## src/rtl/bc_pkg.sv

```systemverilog
// Shared constants for the Bulls & Cows display path.
package bc_pkg;
    localparam logic [6:0] SEG_BLANK = 7'h7F;
    localparam logic [7:0] AN_OFF    = 8'hFF;
    localparam logic [3:0] SYM_B     = 4'hB;
    localparam logic [3:0] SYM_C     = 4'hC;
endpackage

```

## src/rtl/bc_hex7seg.sv

```systemverilog
// Hex symbol to active-low 7-segment pattern {g,f,e,d,c,b,a}.
module bc_hex7seg (
    input  logic [3:0] sym_i,
    output logic [6:0] seg_o
);
    always_comb begin
        seg_o = 7'h7F;
        case (sym_i)
            4'h0: seg_o = 7'b1000000;
            4'h1: seg_o = 7'b1111001;
            4'h2: seg_o = 7'b0100100;
            4'h3: seg_o = 7'b0110000;
            4'h4: seg_o = 7'b0011001;
            4'h5: seg_o = 7'b0010010;
            4'h6: seg_o = 7'b0000010;
            4'h7: seg_o = 7'b1111000;
            4'h8: seg_o = 7'b0000000;
            4'h9: seg_o = 7'b0010000;
            4'hA: seg_o = 7'b0001000;
            4'hB: seg_o = 7'b0000011;
            4'hC: seg_o = 7'b1000110;
            4'hD: seg_o = 7'b0100001;
            4'hE: seg_o = 7'b0000110;
            4'hF: seg_o = 7'b0001110;
            default: seg_o = 7'h7F;
        endcase
    end
endmodule

```

## src/rtl/bc_display_scan.sv

```systemverilog
// 8-digit multiplexed 7-segment scanner with frame-aligned double buffering and blink.
module bc_display_scan
    import bc_pkg::*;
#(
    parameter int REFRESH_DIV = 100000,
    parameter int BLINK_DIV   = 50000000
) (
    input  logic        clock,
    input  logic        reset,
    input  logic        update,
    input  logic [31:0] data_in,
    input  logic [7:0]  blank_in,
    input  logic [7:0]  blink_in,
    output logic        upd_pending,
    output logic        frame_tick,
    output logic [7:0]  an,
    output logic [6:0]  digit
);
    localparam int CW = (REFRESH_DIV > 2) ? $clog2(REFRESH_DIV) : 1;
    localparam int BW = (BLINK_DIV > 2) ? $clog2(BLINK_DIV) : 1;
    localparam logic [CW-1:0] CNT_TC  = CW'(REFRESH_DIV - 1);
    localparam logic [BW-1:0] BCNT_TC = BW'(BLINK_DIV - 1);

    logic [CW-1:0] cnt_q, cnt_d;
    logic [2:0]    idx_q, idx_d;
    logic [BW-1:0] bcnt_q, bcnt_d;
    logic          phase_q, phase_d;
    logic [31:0]   act_data_q, act_data_d, pend_data_q, pend_data_d;
    logic [7:0]    act_blank_q, act_blank_d, pend_blank_q, pend_blank_d;
    logic [7:0]    act_blink_q, act_blink_d, pend_blink_q, pend_blink_d;
    logic          pend_vld_q, pend_vld_d;
    logic          tick_q, tick_d;
    logic [7:0]    an_q, an_d;
    logic [6:0]    dig_q, dig_d;

    logic          cnt_tc, boundary, lit;
    logic [3:0]    sym;
    logic [6:0]    seg;

    assign cnt_tc   = (cnt_q == CNT_TC);
    assign boundary = cnt_tc && (idx_q == 3'd7);
    assign sym      = act_data_q[idx_q*4 +: 4];
    assign lit      = !act_blank_q[idx_q] && !(act_blink_q[idx_q] && !phase_q);

    bc_hex7seg u_hex (.sym_i(sym), .seg_o(seg));

    always_comb begin
        cnt_d        = cnt_tc ? '0 : cnt_q + 1'b1;
        idx_d        = cnt_tc ? idx_q + 3'd1 : idx_q;
        bcnt_d       = (bcnt_q == BCNT_TC) ? '0 : bcnt_q + 1'b1;
        phase_d      = (bcnt_q == BCNT_TC) ? !phase_q : phase_q;
        act_data_d   = act_data_q;
        act_blank_d  = act_blank_q;
        act_blink_d  = act_blink_q;
        pend_data_d  = pend_data_q;
        pend_blank_d = pend_blank_q;
        pend_blink_d = pend_blink_q;
        pend_vld_d   = pend_vld_q;
        // An update landing on the boundary bypasses the pending buffer.
        if (boundary) begin
            if (update) begin
                act_data_d  = data_in;
                act_blank_d = blank_in;
                act_blink_d = blink_in;
            end else if (pend_vld_q) begin
                act_data_d  = pend_data_q;
                act_blank_d = pend_blank_q;
                act_blink_d = pend_blink_q;
            end
            pend_vld_d = 1'b0;
        end else if (update) begin
            pend_data_d  = data_in;
            pend_blank_d = blank_in;
            pend_blink_d = blink_in;
            pend_vld_d   = 1'b1;
        end
        // Look ahead one cycle so the tick is flopped yet aligned with the boundary.
        tick_d = (cnt_d == CNT_TC) && (idx_d == 3'd7);
        an_d   = lit ? ~(8'b1 << idx_q) : AN_OFF;
        dig_d  = lit ? seg : SEG_BLANK;
    end

    always_ff @(posedge clock or posedge reset) begin
        if (reset) begin
            cnt_q        <= '0;
            idx_q        <= '0;
            bcnt_q       <= '0;
            phase_q      <= 1'b1;
            act_data_q   <= '0;
            act_blank_q  <= 8'hFF;
            act_blink_q  <= '0;
            pend_data_q  <= '0;
            pend_blank_q <= '0;
            pend_blink_q <= '0;
            pend_vld_q   <= 1'b0;
            tick_q       <= 1'b0;
            an_q         <= AN_OFF;
            dig_q        <= SEG_BLANK;
        end else begin
            cnt_q        <= cnt_d;
            idx_q        <= idx_d;
            bcnt_q       <= bcnt_d;
            phase_q      <= phase_d;
            act_data_q   <= act_data_d;
            act_blank_q  <= act_blank_d;
            act_blink_q  <= act_blink_d;
            pend_data_q  <= pend_data_d;
            pend_blank_q <= pend_blank_d;
            pend_blink_q <= pend_blink_d;
            pend_vld_q   <= pend_vld_d;
            tick_q       <= tick_d;
            an_q         <= an_d;
            dig_q        <= dig_d;
        end
    end

    assign upd_pending = pend_vld_q;
    assign frame_tick  = tick_q;
    assign an          = an_q;
    assign digit       = dig_q;
endmodule

```

## config.mk

```make
export PLATFORM = sky130hd
export DESIGN_NAME = bc_display_scan
export DESIGN_NICKNAME = d
export VERILOG_FILES = /design/src/rtl/bc_pkg.sv /design/src/rtl/bc_hex7seg.sv /design/src/rtl/bc_display_scan.sv
export SDC_FILE = /design/constraint.sdc
export NUM_CORES = 1
export LEC_CHECK = 0
export BUFFER_PORTS_ARGS = -buffer_cell sky130_fd_sc_hd__buf_2
export CORE_ASPECT_RATIO = 1.25
export CORE_MARGIN = 5
export CORE_UTILIZATION = 50
export DETAILED_ROUTE_END_ITERATION = 10
export GPL_TIMING_DRIVEN = 0
export PLACE_DENSITY = 0.75
export SLEW_MARGIN = 20
export SYNTH_ARGS = -nofsm -noshare
export SYNTH_HDL_FRONTEND = slang
export SYNTH_SLANG_ARGS = --single-unit
```

## constraint.sdc

```tcl
create_clock -name clock -period 7 [get_ports clock]
set_input_delay 1.4 -clock clock [delete_from_list [all_inputs] [get_ports clock]]
set_output_delay 1.4 -clock clock [all_outputs]
set_load 0.005 [all_outputs]
```

== Word level (Yosys, flattened, before mapping) ==
Memory sizes are Yosys's and may differ from the RTL's.
Index checks and enable logic that the tools add are counted.

* Register bits: 160
* Memories kept: 1
* ROM bits: 112
* Output and inout port bits: 17
* Logic and storage cells: 56

* Reduce and logical (&&, ||, !) cells: 11
* Shift operators: 2
* Muxes and demuxes: 17
* $lt $le $gt $ge: 1
* Add/sub/neg operators: 3
* Bitwise operators: 2
* Equal/unequal tests: 5

{| class="wikitable"
|+ Memory list
! name !! depth !! bits a word !! read ports !! clocked after Yosys merged registers in !! wr ports !! line !! text
|-
| (no name shown) || 16 || 7 || 1 || 0 || 0 || bc_hex7seg.sv:8 || <nowiki>case (sym_i)</nowiki>
|}

{| class="wikitable"
|+ Operators by type and width
! kind !! count
|-
| 32-bit 2-to-1 mux || 2
|-
| 8-bit 2-to-1 mux || 5
|-
| 17-bit == test (second input constant) || 2
|-
| 32-bit by 6-bit indexed part select with 4-bit output || 1
|-
| 26-bit by 1-bit adder with 26-bit output (second input constant) || 1
|-
| 26-bit == test (second input constant) || 1
|-
| 26-bit 2-to-1 mux || 1
|-
| 17-bit by 1-bit adder with 17-bit output (second input constant) || 1
|-
| 17-bit 2-to-1 mux || 1
|-
| 8-bit NOT || 1
|-
| 1-bit by 3-bit left shift with 8-bit output (first input constant) || 1
|-
| 7-bit 2-to-1 mux || 1
|-
| 1-bit binary-select mux with 3-bit select || 2
|-
| 3-bit == test (second input constant) || 2
|-
| 1-bit logical AND || 4
|-
| 3-bit by 4-bit < comparator with 1-bit output (second input constant) || 1
|-
| 1-bit 2-to-1 mux || 4
|-
| 2-bit AND reduction || 2
|-
| 2-bit nonzero test || 2
|-
| 3-bit by 1-bit adder with 3-bit output (second input constant) || 1
|-
| 1-bit logical NOT || 3
|-
| 3-bit 2-to-1 mux || 1
|-
| 1-bit NOT || 1
|}

== Logic depth before layout (Yosys ltp) ==
Gate-level depths: netlist of the first run.

* Depth after elaboration: 6
* Gate-level depth with buffers: 9
* Mapped depth without buffers: 7

== Hierarchy ==
From an unflattened synthesis of the first run, not the netlist that was laid out.

* Cells, all modules: 654
* Area total of the unflattened synthesis: 7706.1 µm²

{| class="wikitable"
|+ Modules (own cells, without submodules)
! module !! area an instance (µm²) !! cells an instance !! times used !! sequential area each (µm²)
|-
| bc_display_scan || 7444.6 || 623 || 1 || 4033.9
|-
| bc_hex7seg || 261.5 || 31 || 1 || 0.0
|}

== Worst setup path before layout of the first run ==
OpenSTA, ideal clock, no wires.

* Kind: input -> register
* Start: input port update
* End: register act_data_q[0]
* Stages: 5
* Slack: 4.309 ns
* Path buffers: 3
* Library setup time: 0.123 ns
* Arrival: 2.568 ns
* Cells stage by stage: clkbuf_1 -> buf_2 -> clkbuf_1 -> mux2i_1 -> a21oi_1

* Word-level cells in the longest chain between the ends: 2
* Elaborated cells on any way between the ends: 3
* Those cells by class: mux: 1; reduce/logical: 2

{| class="wikitable"
|+ Ends and longest elaborated chain
! what !! line !! text
|-
| from (decl) || bc_display_scan.sv:10 || <nowiki>input logic update,</nowiki>
|-
| 2-bit nonzero test (no source line) || n/a ||
|-
| 2-bit AND reduction (no source line) || n/a ||
|-
| to (signal assigned) || bc_display_scan.sv:104 || <nowiki>act_data_q <= act_data_d;</nowiki>
|-
| to (decl) || bc_display_scan.sv:28 || <nowiki>logic [31:0] act_data_q, act_data_d, pend_data_q, pend_data_d;</nowiki>
|}

Several ways; a longest one is shown, not always the timed one.
A chain may end at the register's enable or synchronous reset.

== Final worst setup path of the first run ==
* Start: register idx_q[0]
* End: register dig_q[3] (netlist: digit[3])

* Word-level cells in the longest chain between the ends: 6
* Elaborated cells on any way between the ends: 11
* Those cells by class: shift: 1; mux: 5; reduce/logical: 4; memory: 1

{| class="wikitable"
|+ Ends and longest elaborated chain
! what !! line !! text
|-
| from (decl) || bc_display_scan.sv:25 || <nowiki>logic [2:0] idx_q, idx_d;</nowiki>
|-
| from (signal assigned) || bc_display_scan.sv:101 || <nowiki>idx_q <= idx_d;</nowiki>
|-
| branches (longest 5 deep; another with memory read 16 x 7 bit) || n/a ||
|-
| 7-bit 2-to-1 mux (*) || bc_display_scan.sv:80 || <nowiki>dig_d = lit ? seg : SEG_BLANK;</nowiki>
|-
| via dig_d[3] || bc_display_scan.sv:34 || <nowiki>logic [6:0] dig_q, dig_d;</nowiki>
|-
| to (signal assigned) || bc_display_scan.sv:113 || <nowiki>dig_q <= dig_d;</nowiki>
|-
| to (decl) || bc_display_scan.sv:34 ||
|}

Mark *: on every way through the listed nets, which the timed path passes. The select of a mux whose other input is x is not followed.

==> results of run 1 <==
[layout make-up]
type | count | area [um2] | area share, %
repair buffers | 67 | 358 | 4.00
inverters | 10 | 45.0 | 0.503
multi-input cells | 450 | 3440 | 38.5
plain buffers | 36 | 206 | 2.31
well taps | 208 | 260 | 2.91
flip-flops and latches | 160 | 4030 | 45.1
clock inverters | 13 | 160 | 1.79
clock buffers | 19 | 443 | 4.95
[report_power, final]
group          internal, uW  switching [uW]  leakage (uW)
registers               953            14.6       0.00201
clock network           572             382      0.000299
logic                  61.2            59.0       0.00183
total                  1590             455       0.00414
[worst max-delay path, delay by kind of cell, from the launching register on]
| family | cells | cell delay, ns |
|---|---|---|
| AO/OA/AOI/OAI | 1 | 0.09 |
| adder cells (fa/ha/maj) | 1 | 0.27 |
| buffers and inverters | 3 | 0.78 |
| AND/OR/NAND/NOR | 1 | 0.09 |
| flip-flops | 1 | 0.37 |
| multiplexers | 3 | 1.36 |
[through the flow]
stage               total power, uW  hold WS, ns  cells
floorplan                      1060        0.423    656
global placement               1100        0.437    930
detailed placement             1110        0.449    931
CTS                            2060        0.458    963
global route                   2110        0.489    963
finish                         2040        0.456    963
[metal layers]
layer  vias to the layer above  global-route usage, %  part of all wire, %
met5                         -                      0                    0
met4                         0                   7.12                  2.1
met3                        35                   4.40                  4.1
met2                       118                   32.4                   51
met1                      2627                   23.1                   42
li1                       2500                      -                    -
[cells in the final DEF (no fill, tap or decap), drive strengths merged, types with 7 or more instances in the layout]
cell    synthesis  final
and3           10     10
nand4          13     13
xnor2          27     27
dfstp          24     24
a21oi          59     59
xor2           11     11
clkbuf          8     27
nor2           77     77
nand3          22     22
ha             14     14
nand2          28     28
buf            28     95
inv            10     13
nor3            7      7
mux4           10     10
mux2i          59     59
mux2           50     50
dfrtp         136    136
[state kept, by name (all words and copies together), names as in the netlist]
register	flops
act_blank_q	8
act_blink_q	8
act_data_q	32
an	8
bcnt_q	26
cnt_q	17
digit	7
frame_tick	1
idx_q	3
pend_blank_q	8
pend_blink_q	8
pend_data_q	32
phase_q	1
upd_pending	1
[logic make-up after synthesis]
kind of cell    Yosys count  share of synthesized area [%]
compound gates           78                           5.53
xor+xnor                 38                           4.31
fa+ha+maj                14                           2.27
buf+inv                  46                           3.16
flops                   160                           52.3
mux                     119                           18.9
simple gates            201                           13.6
[worst max path at each step]
stage,from,to,slack [ns]
after floorplan,reset,act_blink_q[0],1.32
after global placement,reset,pend_blank_q[1],-0.11
after detailed placement,update,act_data_q[5],3.72
after CTS,idx_q[0],digit[3],3.94
after global routing,idx_q[0],digit[3],3.69
final,idx_q[0],digit[3],3.96
==> run_results.csv, run 1 <==
group,metric,value,unit
worst_setup_path,r2r_slack,3.96,ns
finish,drive_gt1_share,29.4,%
floorplan,start_util,51.2,%
timing,fin_ws,3.96,ns
finish,area_growth,15.9,%
worst_setup_path,critPathKind,"flip-flop to flip-flop",
logic_synthesis,netlist.area_leader.share,44.1,%
floorplan,die_y,149,um
finish,fillers,1191,
logic_synthesis,syn_inst,656,
worst_hold_path,hold_path_depth,1,
clock_network,post_cts_buffers,0,
finish,antenna_cells,0,
grt,grt_max_degree,96,
worst_setup_path,worst-r2r-cell-count,9,
power,p_leak,0.00414,uW
timing,finalSetupViolCount,0,
grt,gr-total-overflow,0,
worst_hold_path,min_to,"bcnt_q[0]",
route,wl_per_cell,16.7,um
route,drc,0,
clock_network,clkLatencyLatePin,0.43,ns
grt,grt_pass1_wl,27100,um
timing,fin_skew,0.0101,ns
logic_synthesis,synth.cells.most_frequent,"dfrtp_1, nor2_1, a21oi_1",
worst_setup_path,cpMaxStageDelayCell,"mux4_2",
timing,rsz0062_at_grt,"false",
timing,period_minus_slack,3.04,ns
timing,tightest_slew,0.738,ns
power,irDropWorstVdd,0.000151,V
placement,dp_hpwl,11700,um
floorplan,ios,68,
timing,relSlewSlack,50.8,%
timing,max_freq,329,MHz
logic_synthesis,async_reset_ff_share,100,%
logic_synthesis,synth-warning-count,0,
placement,post-place-ws,3.72,ns
clock_network,clockRootBuffer,"clkbuf_16",
worst_setup_path,path_common_cell,"buf_2",
finish,final_nets,807,
logic_synthesis,avgSynthCellArea,11.8,um2
floorplan,dieArea,0.0180,mm2
logic_synthesis,syn-num-nets,721,
clock_network,cts_sinks,160,
timing,fin_crit_sh,43.5,%
worst_setup_path,crit_path_max_incr_delay,0.58,ns
worst_setup_path,timing.rr.end,"digit[3]",
worst_setup_path,cp_max_fo,10,
finish,final_area,0.00895,mm2
route,first_pass_iters,5,
logic_synthesis,yosys.area.top_type,"dfrtp_1",
worst_setup_path,end_kind,"flip-flop",
logic_synthesis,netlist_top_cells_area,"dfrtp_1, dfstp_2, mux2i_1",
logic_synthesis,syn_area,0.00772,mm2
worst_setup_path,worstPathArrival,3.38,ns
clock_network,cts_tree,"built",
clock_network,ctsHoldBuffers,0,
floorplan,fp-row-count,50,
placement,io_buffers,66,
grt,antenna_found_initial,0,
timing,slew_violations,0,
route,postRouteAntennaNets,0,
status,run_status,"completed",
placement,dpl_cell_area,0.00834,mm2
placement,routabilityCongestion,0.833,
grt,grt_use_total,18.8,%
route,drt_iter0_drc,343,
logic_synthesis,synth_edf_count,0,
logic_synthesis,yosysMostFrequentCell,"dfrtp_1",
floorplan,core,0.0151,mm2
power,power.density,228,mW/mm2
grt,grt_pass1_vias,5566,
worst_hold_path,min_path_type,"flip-flop to flip-flop",
worst_setup_path,cp_cell_sequence,"buf_2 > buf_2 > mux4_2 > mux2i_1 > inv_1 > ha_1 > mux2_2 > nor2_1 > o21ai_0",
clock_network,cts-buffers-inserted,17,
logic_synthesis,seq_area_frac_synth,52.3,%
logic_synthesis,ys_ff_latch,160,
route,drt_wl_total,16100,um
clock_network,cts.repair.resized,0,
worst_hold_path,hp-start,"bcnt_q[0]",
timing,finalSetupTns,0,ns
worst_setup_path,cp-start-kind,"flip-flop",
worst_setup_path,reg2reg_from,"idx_q[0]",
clock_network,clkTransAtPathRegs,0.06,ns
timing,hold_violations,0,
logic_synthesis,ys_types,49,
finish,final_core_util,59.3,%
run,drv_cap,0,
clock_network,htreeDepth,4,
clock_network,clock_path_buffers,2,
logic_synthesis,synth_ff_type,"dfrtp_1",
worst_setup_path,required,7.34,ns
route,viasPerCell,5.48,
floorplan,die_w,121,um
route,vias,5280,
Power figures use the tool's default switching activity.
==> run 2: changes to the inputs <==
- clock period: 7 -> 3 ns (I/O delays scaled with it)
==> run 2 against run 1 <==
Routed wire length increased by 2.0%. Non-clock buffer count increased by 3. Power increased by 120%. Register-to-register slack got worse by 3.7 ns. Maximum frequency increased by 9.3%. Via count increased by 0.38%. Design area about the same. Global-route usage increased by 0.44 points. Clock power increased by 110%. Utilization about the same. Count of clock-buffer cells in the layout decreased by 2. Largest cell class unchanged. Largest power group unchanged.
==> run_results.csv, run 2 (synthesis results as in run 1) <==
group,metric,value,unit
status,run_status,"completed",
grt,antenna_found_initial,0,
timing,fin_hold_ws,0.300,ns
clock_network,clkLatencyLatePin,0.43,ns
worst_setup_path,r2r_slack,0.22,ns
worst_setup_path,timing.rr.end,"digit[3]",
finish,final_area,0.00895,mm2
placement,routabilityCongestion,0.852,
route,drt_wl_total,16400,um
route,drc,0,
grt,grt_max_degree,35,
floorplan,fp-row-count,50,
route,met2_length,8510,um
timing,rsz0062_at_grt,"false",
grt,grt_pass1_wl,27900,um
floorplan,core,0.0151,mm2
placement,dpl_cell_area,0.00839,mm2
placement,dp.cells,934,
timing,fin_ws,0.216,ns
clock_network,ctsHoldBuffers,0,
finish,fin_cells,966,
grt,grt_use_total,19.3,%
timing,fin_skew,0.00761,ns
grt,grt_pass1_vias,5719,
timing,fin_crit_sh,92.8,%
worst_setup_path,end_kind,"flip-flop",
route,drt-met1-wl,6880,um
timing,period_minus_slack,2.78,ns
route,wl_per_cell,17.0,um
timing,max_freq,359,MHz
floorplan,die_w,121,um
floorplan,ios,68,
floorplan,start_util,51.2,%
route,met3_wirelength,660,um
clock_network,htreeDepth,4,
power,power.density,505,mW/mm2
timing,relSlewSlack,47.5,%
route,highest-signal-layer,"met4",
power,irDropWorstVdd,0.000301,V
route,first_pass_iters,5,
timing,finalSetupViolCount,0,
finish,drive_gt1_share,30.1,%
finish,final_nets,810,
finish,area_growth,16.0,%
grt,gr-total-overflow,0,
floorplan,dieArea,0.0180,mm2
route,drt_iter0_drc,281,
timing,tightest_slew,0.788,ns
worst_setup_path,cp_max_fo,10,
worst_hold_path,min_path_type,"primary input to async pin",
worst_setup_path,reg2reg_from,"idx_q[0]",
finish,reg_top3,"act_data_q: 32 flops, pend_data_q: 32 flops, bcnt_q: 26 flops",
placement,io_buffers,66,
finish,final_common_cell,"dfrtp_1",
worst_setup_path,required,3.34,ns
clock_network,clock_path_buffers,2,
route,viasPerCell,5.49,
floorplan,die_y,149,um
clock_network,clkTransAtPathRegs,0.06,ns
finish,fillers,1212,
placement,dp_hpwl,12100,um
worst_setup_path,worstPathArrival,3.13,ns
clock_network,cts_tree,"built",
worst_setup_path,worst-r2r-cell-count,9,
power,p_leak,0.00411,uW
route,vias,5300,
clock_network,clockRootBuffer,"clkbuf_16",
timing,slew_violations,0,
power,finalPower,4520,uW
placement,post-place-ws,-0.0490,ns
route,postRouteAntennaNets,0,
run,drv_cap,0,
clock_network,cts_sinks,160,
timing,hold_violations,0,
finish,antenna_cells,0,
worst_setup_path,cp-start-kind,"flip-flop",
worst_setup_path,critPathKind,"flip-flop to flip-flop",
worst_setup_path,critPathLaunch,"idx_q[0]",
finish,layout_common_cells,"dfrtp_1, buf_2, nor2_1",
clock_network,cts-buffers-inserted,17,
-- run 2: cell types whose count changed in the layout (fill, tap and decap cells not counted), moves of 2 or more --
cell / change
buf_12: +4
clkinv_4: +4
bufinv_16: -3
clkinvlp_4: +3
mux2i_1: -2
-- run 2: layout make-up --
type | instances | area (um2) | area share (%)
Inverter | 10 | 41.3 | 0.461
Clock inverter | 15 | 115 | 1.29
Sequential cell | 160 | 4030 | 45.1
Clock buffer | 17 | 425 | 4.75
Multi-Input combinational cell | 450 | 3460 | 38.6
Buffer | 36 | 209 | 2.33
Tap cell | 208 | 260 | 2.91
Timing Repair Buffer | 70 | 410 | 4.58
-- run 2: worst max path at each step --
stage	end	slack (ns)	cells past startpoint
after global routing	digit[3]	0.01	9
after floorplan	act_blink_q[0]	0.39	1
after global placement	bcnt_q[13]	-0.44	2
after detailed placement	digit[3]	-0.05	9
after CTS	digit[3]	0.03	9
final	digit[3]	0.22	9
-- run 2: where the power goes --
group	switching [uW]	internal [uW]	total, uW
clock network	908	1070	1970
registers	35.4	2220	2260
logic	141	149	290
total	1080	3440	4520
-- run 2: metal layers --
layer  up-vias  track usage (%)
met5         -                0
met1      2644             23.6
met2       130             33.8
met4         0             6.17
li1       2501                -
met3        25             4.29
-- run 2: worst max-delay path: stages (launching register included) --
cell and delay (ns):
dfrtp_1 0.37, buf_2 0.27, clkbuf_4 0.30, mux4_2 0.56, mux2i_2 0.33, inv_1 0.16
ha_1 0.28, mux2_2 0.27, nor2_1 0.08, o21ai_0 0.08
-- run 2: timing repair --
| item | 4_1_cts | 5_1_grt |
|---|---|---|
| pin swaps | 0 | 0 |
| buffers inserted | 0 | 0 |
| setup endpoints to repair | 1 | 3 |
| hold endpoints to repair | 0 | 0 |
| gates resized for setup | 1 | 3 |
-- run 2: through the flow --
step           util (%)  TNS [ns]
5_1_grt            59.4         0
2_1_floorplan         -         0
3_3_place_gp       55.1    -58.14
4_1_cts            59.3         0
6_report           59.4         0
3_5_place_dp       55.7   -0.0490
==> run 3: changes to the inputs <==
- clock period: 3 -> 2.7 ns (I/O delays scaled with it)
==> run 3 against run 2 <==
Count of clock-buffer cells in the layout is the same. Flip-flop and latch count is the same. Register-to-register slack worse by 0.07 ns. Routed wire length down 0.23%. Maximum frequency up 9.1%. Clock skew is essentially flat. Cell count up 0.10%. Non-clock buffer count up 1. Power rose by 11%. Setup slack lost 0.067 ns. Critical endpoint is now act_data_q[7]. Highest routed layer unchanged.
==> run_results.csv, run 3 (synthesis results as in run 1) <==
group,metric,value,unit
finish,layout_common_cells,"dfrtp_1, buf_2, nor2_1",
route,vias,5300,
finish,antenna_cells,0,
power,power.density,560,mW/mm2
timing,hold_violations,0,
timing,rsz0062_at_grt,"false",
route,drt_iter0_drc,253,
grt,grt_use_total,19.2,%
power,p_leak,0.00412,uW
floorplan,core,0.0151,mm2
route,wl_per_cell,16.9,um
worst_setup_path,worstPathArrival,2.85,ns
finish,final_common_cell,"dfrtp_1",
floorplan,die_w,121,um
finish,area_growth,16.2,%
timing,tightest_slew,0.781,ns
worst_setup_path,cp-start-kind,"flip-flop",
worst_setup_path,end_kind,"flip-flop",
clock_network,clock_path_buffers,2,
floorplan,dieArea,0.0180,mm2
clock_network,clkTransAtPathRegs,0.06,ns
floorplan,start_util,51.2,%
route,drc,0,
grt,gr-total-overflow,0,
timing,fin_skew,0.00747,ns
worst_setup_path,required,3.00,ns
clock_network,clockRootBuffer,"clkbuf_16",
status,run_status,"completed",
route,drt_wl_total,16300,um
timing,fin_crit_sh,94.5,%
worst_setup_path,cp_max_fo,10,
route,viasPerCell,5.48,
timing,finalSetupTns,0,ns
finish,reg_top3,"act_data_q: 32 flops, pend_data_q: 32 flops, bcnt_q: 26 flops",
grt,antenna_found_initial,0,
timing,slew_violations,0,
placement,routabilityCongestion,0.852,
floorplan,die_y,149,um
placement,dp_hpwl,12100,um
clock_network,cts_sinks,160,
worst_setup_path,cpMaxStageDelayCell,"nor4b_2",
worst_setup_path,path_buf_inv,2,
grt,grt_max_degree,35,
clock_network,clkLatencyLatePin,0.43,ns
clock_network,htreeDepth,4,
clock_network,cts_tree,"built",
worst_setup_path,cp_cell_sequence,"ha_1 > nand4_1 > nor4b_2 > buf_2 > buf_4 > a21oi_1",
clock_network,cts-buffers-inserted,17,
power,irDropWorstVdd,0.000334,V
route,postRouteAntennaNets,0,
timing,relSlewSlack,47.9,%
worst_setup_path,r2r_slack,0.15,ns
route,first_pass_iters,4,
grt,grt_pass1_wl,27800,um
finish,final_nets,811,
timing,fin_hold_ws,0.239,ns
finish,drive_gt1_share,30.2,%
worst_setup_path,crit_path_max_incr_delay,0.74,ns
floorplan,fp-row-count,50,
timing,period_minus_slack,2.55,ns
worst_hold_path,min_path_type,"primary input to async pin",
run,drv_cap,0,
placement,io_buffers,66,
finish,fillers,1208,
floorplan,ios,68,
timing,finalSetupViolCount,0,
grt,grt_pass1_vias,5719,
worst_setup_path,crit_family,"simple AND/OR/NAND/NOR gates",
timing,max_freq,392,MHz
worst_setup_path,critPathKind,"flip-flop to flip-flop",
## run 3: cell count changes in the layout (fill, tap and decap cells not counted), sizes merged
cell	before	now
buf	97	98
## run 3: power breakdown
part | leakage (uW) | internal [uW] | switching (uW)
registers | 0.00201 | 2470 | 39.0
logic | 0.00185 | 166 | 156
clock network | 0.000261 | 1180 | 1010
## run 3: through the flow
| stage | total power (uW) | area [um2] | worst slack (ns) | std cells | util [%] |
|---|---|---|---|---|---|
| after global routing | 5200 | 8970 | 0.0125 | 967 | 59.5 |
| after detailed placement | 2880 | 8390 | -0.349 | 934 | 55.7 |
| after floorplan | 2760 | 7720 | 0.151 | 656 | - |
| after global placement | 2850 | 8310 | -0.682 | 930 | 55.1 |
| final | 5030 | 8970 | 0.150 | 967 | 59.5 |
| after CTS | 5070 | 8960 | 0.0321 | 966 | 59.4 |
## run 3: worst paths after layout
check | startpoint | to | cells past startpoint
min reg2reg | bcnt_q[0] | bcnt_q[0] | 1
max | cnt_q[0] | act_data_q[7] | 6
max reg2reg | cnt_q[0] | act_data_q[7] | 6
min in group clock | data_in[9] | pend_data_q[9] | 2
min | reset | pend_blank_q[0] | 2
max in group asynchronous | reset | bcnt_q[17] | 4
## run 3: timing repair
action	in CTS	in global routing
buffers inserted	0	2
resized for setup	5	1
pin swaps	0	0
endpoints found under the setup margin	7	3
hold buffers	0	0
## run 3: metal layers
layer / global-route usage (%) / routed length [um] / vias up
li1: - / - / 2501
met1: 23.6 / 6870 / 2646
met2: 33.7 / 8530 / 128
met3: 4.29 / 633 / 25
met4: 6.17 / 306 / 0
met5: 0 / 0 / -
## run 3: layout make-up
type	instances	area, um2	area share, %
clock buffers	17	425	4.74
inverters	10	41.3	0.460
plain buffers	35	204	2.27
repair buffers	72	425	4.74
clock inverters	15	115	1.28
multi-input cells	450	3470	38.6
flip-flops and latches	160	4030	45.0
well taps	208	260	2.90
## run 3: worst register-to-register path, stage by stage, from the launching register on
cell and delay (ns):
dfrtp_1 0.41, ha_1 0.25, nand4_1 0.37, nor4b_2 0.74, buf_2 0.36, buf_4 0.21, a21oi_1 0.09
